===== config.mk =====
export PLATFORM = sky130hd
export DESIGN_NAME = mul_shift_add
export DESIGN_NICKNAME = d
export VERILOG_FILES = /design/src/rtl/mul_shift_add.sv
export SDC_FILE = /design/constraint.sdc
export NUM_CORES = 1
export LEC_CHECK = 0
export ABC_AREA = 1
export BUFFER_PORTS_ARGS = -buffer_cell sky130_fd_sc_hd__buf_2
export CAP_MARGIN = 0
export CELL_PAD_IN_SITES_DETAIL_PLACEMENT = 2
export CELL_PAD_IN_SITES_GLOBAL_PLACEMENT = 2
export CORE_MARGIN = 5
export CORE_UTILIZATION = 37
export CTS_CLUSTER_DIAMETER = 60
export CTS_CLUSTER_SIZE = 12
export DETAILED_ROUTE_END_ITERATION = 16
export PLACE_DENSITY = 0.92
export SLEW_MARGIN = 25
export SYNTH_ARGS = -nofsm -noshare
export SYNTH_HDL_FRONTEND = slang
export SYNTH_SLANG_ARGS = --single-unit

===== constraint.sdc =====
create_clock -name clk -period 2.5 [get_ports clk]
set_input_delay 0.375 -clock clk [delete_from_list [all_inputs] [get_ports clk]]
set_output_delay 0.375 -clock clk [all_outputs]
set_load 0.005 [all_outputs]

===== src/rtl/mul_shift_add.sv =====
// Sequential shift-and-add multiplier: one multiplier bit per cycle on operand
// magnitudes, with the sign applied on the final edge and early exit on zero.
module mul_shift_add #(
  parameter int WIDTH = 8
) (
  input  logic               clk,
  input  logic               rst,
  input  logic               start,
  input  logic               signed_mode,
  input  logic [WIDTH-1:0]   a_in,
  input  logic [WIDTH-1:0]   b_in,
  output logic               busy,
  output logic               done,
  output logic [2*WIDTH-1:0] result
);

  localparam logic [1:0] IDLE   = 2'd0;
  localparam logic [1:0] RUN    = 2'd1;
  localparam logic [1:0] FINISH = 2'd2;

  logic [1:0]         state;
  logic [2*WIDTH-1:0] mcand;
  logic [2*WIDTH-1:0] acc;
  logic [WIDTH-1:0]   mplier;
  logic               sign;

  logic [WIDTH-1:0]   mag_a;
  logic [WIDTH-1:0]   mag_b;
  logic [WIDTH-1:0]   mplier_next;

  // Magnitudes stay WIDTH-bit unsigned so the most-negative value maps exactly.
  always_comb begin
    mag_a       = (signed_mode && a_in[WIDTH-1]) ? -a_in : a_in;
    mag_b       = (signed_mode && b_in[WIDTH-1]) ? -b_in : b_in;
    mplier_next = mplier >> 1;
  end

  assign busy = (state != IDLE);

  always_ff @(posedge clk or posedge rst) begin
    if (rst) begin
      state  <= IDLE;
      mcand  <= '0;
      acc    <= '0;
      mplier <= '0;
      sign   <= 1'b0;
      result <= '0;
      done   <= 1'b0;
    end else begin
      done <= 1'b0;
      case (state)
        IDLE: begin
          if (start) begin
            mcand  <= {{WIDTH{1'b0}}, mag_a};
            mplier <= mag_b;
            acc    <= '0;
            sign   <= signed_mode & (a_in[WIDTH-1] ^ b_in[WIDTH-1]);
            state  <= (mag_b == '0) ? FINISH : RUN;
          end
        end
        RUN: begin
          if (mplier[0]) begin
            acc <= acc + mcand;
          end
          mcand  <= mcand << 1;
          mplier <= mplier_next;
          if (mplier_next == '0) begin
            state <= FINISH;
          end
        end
        FINISH: begin
          result <= sign ? -acc : acc;
          done   <= 1'b1;
          state  <= IDLE;
        end
        default: state <= IDLE;
      endcase
    end
  end

endmodule


==> metrics.csv <==
stage,metric,value,unit
outcome,run status,completed,
synth,post-synthesis sequential area ratio,0.380,
synth,synth unique cells,32,
synth,most common flop cell mapped by yosys,dfrtp_1,
sta,Worst Tran Pin Value,623,ps
placed_design,pre-CTS setup slack,478,ps
setup_path,Worst path most repeated cell,nand2_1,
sta,period utilisation layout,0.853,
sta,Tmin final,2130,ps
sta,Sum Neg Setup Slack,0,ps
sta,slew margin rel.,0.584,
routing,drt pass-1 iters,4,
global_routing,GRT Util Overall,0.243,
cts,H-tree levels,3,
pwr,sequential share of power,0.308,
sta,Clock Skews,6.45,ps
finish,ANT cells,0,
pwr,Sw Ratio,0.507,
routing,Total Wirelength,14.7,mm
global_routing,vias in the first global route,4669,
placed_design,DP Area,0.00425,mm²
setup_path,Crit path required time,2730,ps
pwr,combinational power share,0.529,
finish,post-route cell area,0.00445,mm²
die,Starting Density,0.382,
pwr,PD cells,1320,mW/mm²
placed_design,Buffers on Ports,37,
setup_path,CP max stage delay,420,ps
sta,Hold Slack,92.1,ps
sta,unrepaired setup endpoints after global routing,false,
setup_path,Reg-to-Reg Start,mcand[0],
synth,Syn Area/Cell,7.23,µm²
synth,number of enable flip-flop cells after synthesis,0,
finish,most frequent cells in the layout,"161 x nand2_1, 74 x inv_1, 60 x dfrtp_1",
setup_path,R2R Setup Slk,370,ps
sta,Setup Viol. Count Final,0,
synth,Post-synth ARST share,1.00,
routing,wire per inst,20.3,µm
global_routing,antenna violations before repair,0,
run,max cap viols,0,
setup_path,CP Cell Sequence,"ha_1, inv_1, fa_1, inv_1, nand4_1, nand2_1, nand2_1, nand2_1, nand2_1, nand3_1, o21ai_0",
synth,Post-Synthesis Cells,547,
setup_path,critical path endpoint category,register,
cts,worst skew pair latency,350,ps
pwr,LEAKAGE,2.36,nW
synth,syn nets,586,
finish,"commonest non-fill, non-tap cell in the layout",nand2_1,
finish,Final Net Count,624,
worst_hold_path,Hold/Removal Path Class,primary input to asynchronous set/reset pin,
cts,CTS sink count,60,
die,Top Ports,38,
cts,# hold bufs at CTS,0,
cts,clock root buffer,clkbuf_8,
cts,post-cts gate resize count,0,
finish,layout cells sized above 1,0.114,
die,full die area,0.0129,mm²
finish,Fillers,1286,
die,DIE HEIGHT,113,µm
sta,max-slew violations,0,
setup_path,Startpoint Class,register,
setup_path,Critical Path Fanout Max,4,
pwr,peak supply drop,0.000415,V
cts,post-CTS setup buffer count,0,
sta,count of final hold-check violations,0,
pwr,Pint,2.89,mW
routing,initial drt markers,124,
cts,clk buf depth,2,
global_routing,global-route wire length before repair,24.3,mm
global_routing,largest net degree at the start of global routing,34,
synth,Seq cells post-synth,60,
die,Die W,113,µm
pwr,clock power share,0.163,
setup_path,critical path's slowest cell,dfrtp_1,
placed_design,HPWL after DPL,10.9,mm
setup_path,critical path class,register to register,
synth,Syn. warnings,0,
setup_path,"Data arrival, critical path",2370,ps
finish,area added between synthesis and finish,12.5,%
die,FP Rows,37,
cts,CTS Buf Count,9,
cts,clock tree from TritonCTS,done,
routing,routed vias/inst,5.43,
sta,final setup margin,367,ps
routing,via count,3939,
sta,fmax,0.469,GHz
global_routing,grt total ovfl,0,
die,Core ar.,0.0104,mm²
setup_path,worst r2r path cells,11,
placed_design,gpl congestion,0.896,
finish,post-layout util,0.429,
pwr,switching power,2.98,mW
routing,DRC Markers,0,
routing,post-route ant nets,0,
setup_path,RR Endpoint,acc[10],
synth,synthesized area,0.00396,mm²
cts,"Clk pin slew, worst setup/hold paths",80,ps
[state kept, by name, indices dropped and copies added (netlist names)]
signal,count
state,2
sign,1
mplier,8
done,1
acc,16
mcand,16
result,16
[power groups by stage]
stage | Combinational, mW | Clock, mW | Sequential, mW
6_report | 3.10 | 0.956 | 1.80
5_1_grt | 3.49 | 1.01 | 1.85
4_1_cts | 3.12 | 0.961 | 1.80
3_5_place_dp | 3.00 | 0 | 1.80
3_3_place_gp | 2.74 | 0 | 1.75
2_1_floorplan | 2.21 | 0 | 1.64
[logic make-up after synthesis]
| kind of cell | share of synthesized area |
|---|---|
| flops | 0.380 |
| xor+xnor | 0.0288 |
| buf+inv | 0.0984 |
| compound gates | 0.130 |
| fa+ha+maj | 0.0620 |
| simple gates | 0.302 |
[per-layer routing]
layer  track usage  share of wire  routed length (µm)  vias up
met4        0.0978          0.033                 487        0
li1              -              -                   -     1843
met1         0.265           0.41                5980     1968
met2         0.461           0.53                7840       87
met3        0.0435          0.029                 423       41
met5             0              0                   0        -
[cell type report]
class	instances	area, µm²	share of cell area
clock buffer	12	155	0.0349
clock inverter	4	47.5	0.0107
inverter	81	304	0.0683
multi-input combinational	395	2070	0.464
sequential	60	1500	0.337
tap	136	170	0.0382
timing repair buffer	38	205	0.0461
[worst max-delay path, delay by kind of cell (launching register included)]
kind | cells | cell delay, ps
buf+inv | 2 | 210
simple gates | 6 | 710
flops | 1 | 420
compound gates | 1 | 100
fa+ha+maj | 2 | 570
[stage by stage]
stage,total power [mW],std cells
after floorplan,3.85,547
after global placement,4.49,710
after detailed placement,4.80,710
after CTS,5.89,726
after global routing,6.35,726
final,5.86,726
[how the worst max path moves through the flow]
stage	from	to	slack, ps	depth (start not counted)
global placement	acc[13]	acc[15]	590	9
CTS	mcand[0]	acc[10]	400	11
floorplan	rst	acc[0]	640	1
detailed placement	mcand[0]	acc[10]	480	11
finish	mcand[0]	acc[10]	370	11
global route	mcand[0]	acc[10]	220	11
[Yosys cell counts (2+ instances only)]
| library cell | count | area [µm²] |
|---|---|---|
| a21o_1 | 2 | 15.0 |
| a22oi_1 | 9 | 67.6 |
| nand3_1 | 44 | 220 |
| nor2_4 | 4 | 45.0 |
| o21ai_1 | 4 | 20.0 |
| inv_2 | 5 | 18.8 |
| buf_6 | 5 | 56.3 |
| o22ai_1 | 10 | 62.6 |
| xnor2_1 | 2 | 17.5 |
| ha_1 | 18 | 225 |
| buf_2 | 5 | 25.0 |
| nor3_1 | 6 | 30.0 |
| o21ai_0 | 41 | 205 |
| dfrtp_1 | 60 | 1500 |
| inv_1 | 75 | 282 |
| xor2_1 | 11 | 96.3 |
| nand3b_1 | 5 | 37.5 |
| nor2_8 | 2 | 40.0 |
| a21oi_1 | 16 | 80.1 |
| o211ai_1 | 3 | 22.5 |
| o221ai_1 | 3 | 26.3 |
| nand4_1 | 3 | 18.8 |
| nor2_1 | 43 | 161 |
| and2_1 | 3 | 18.8 |
| nand2_1 | 161 | 604 |
Note: power is estimated with default switching activity, not from simulation.
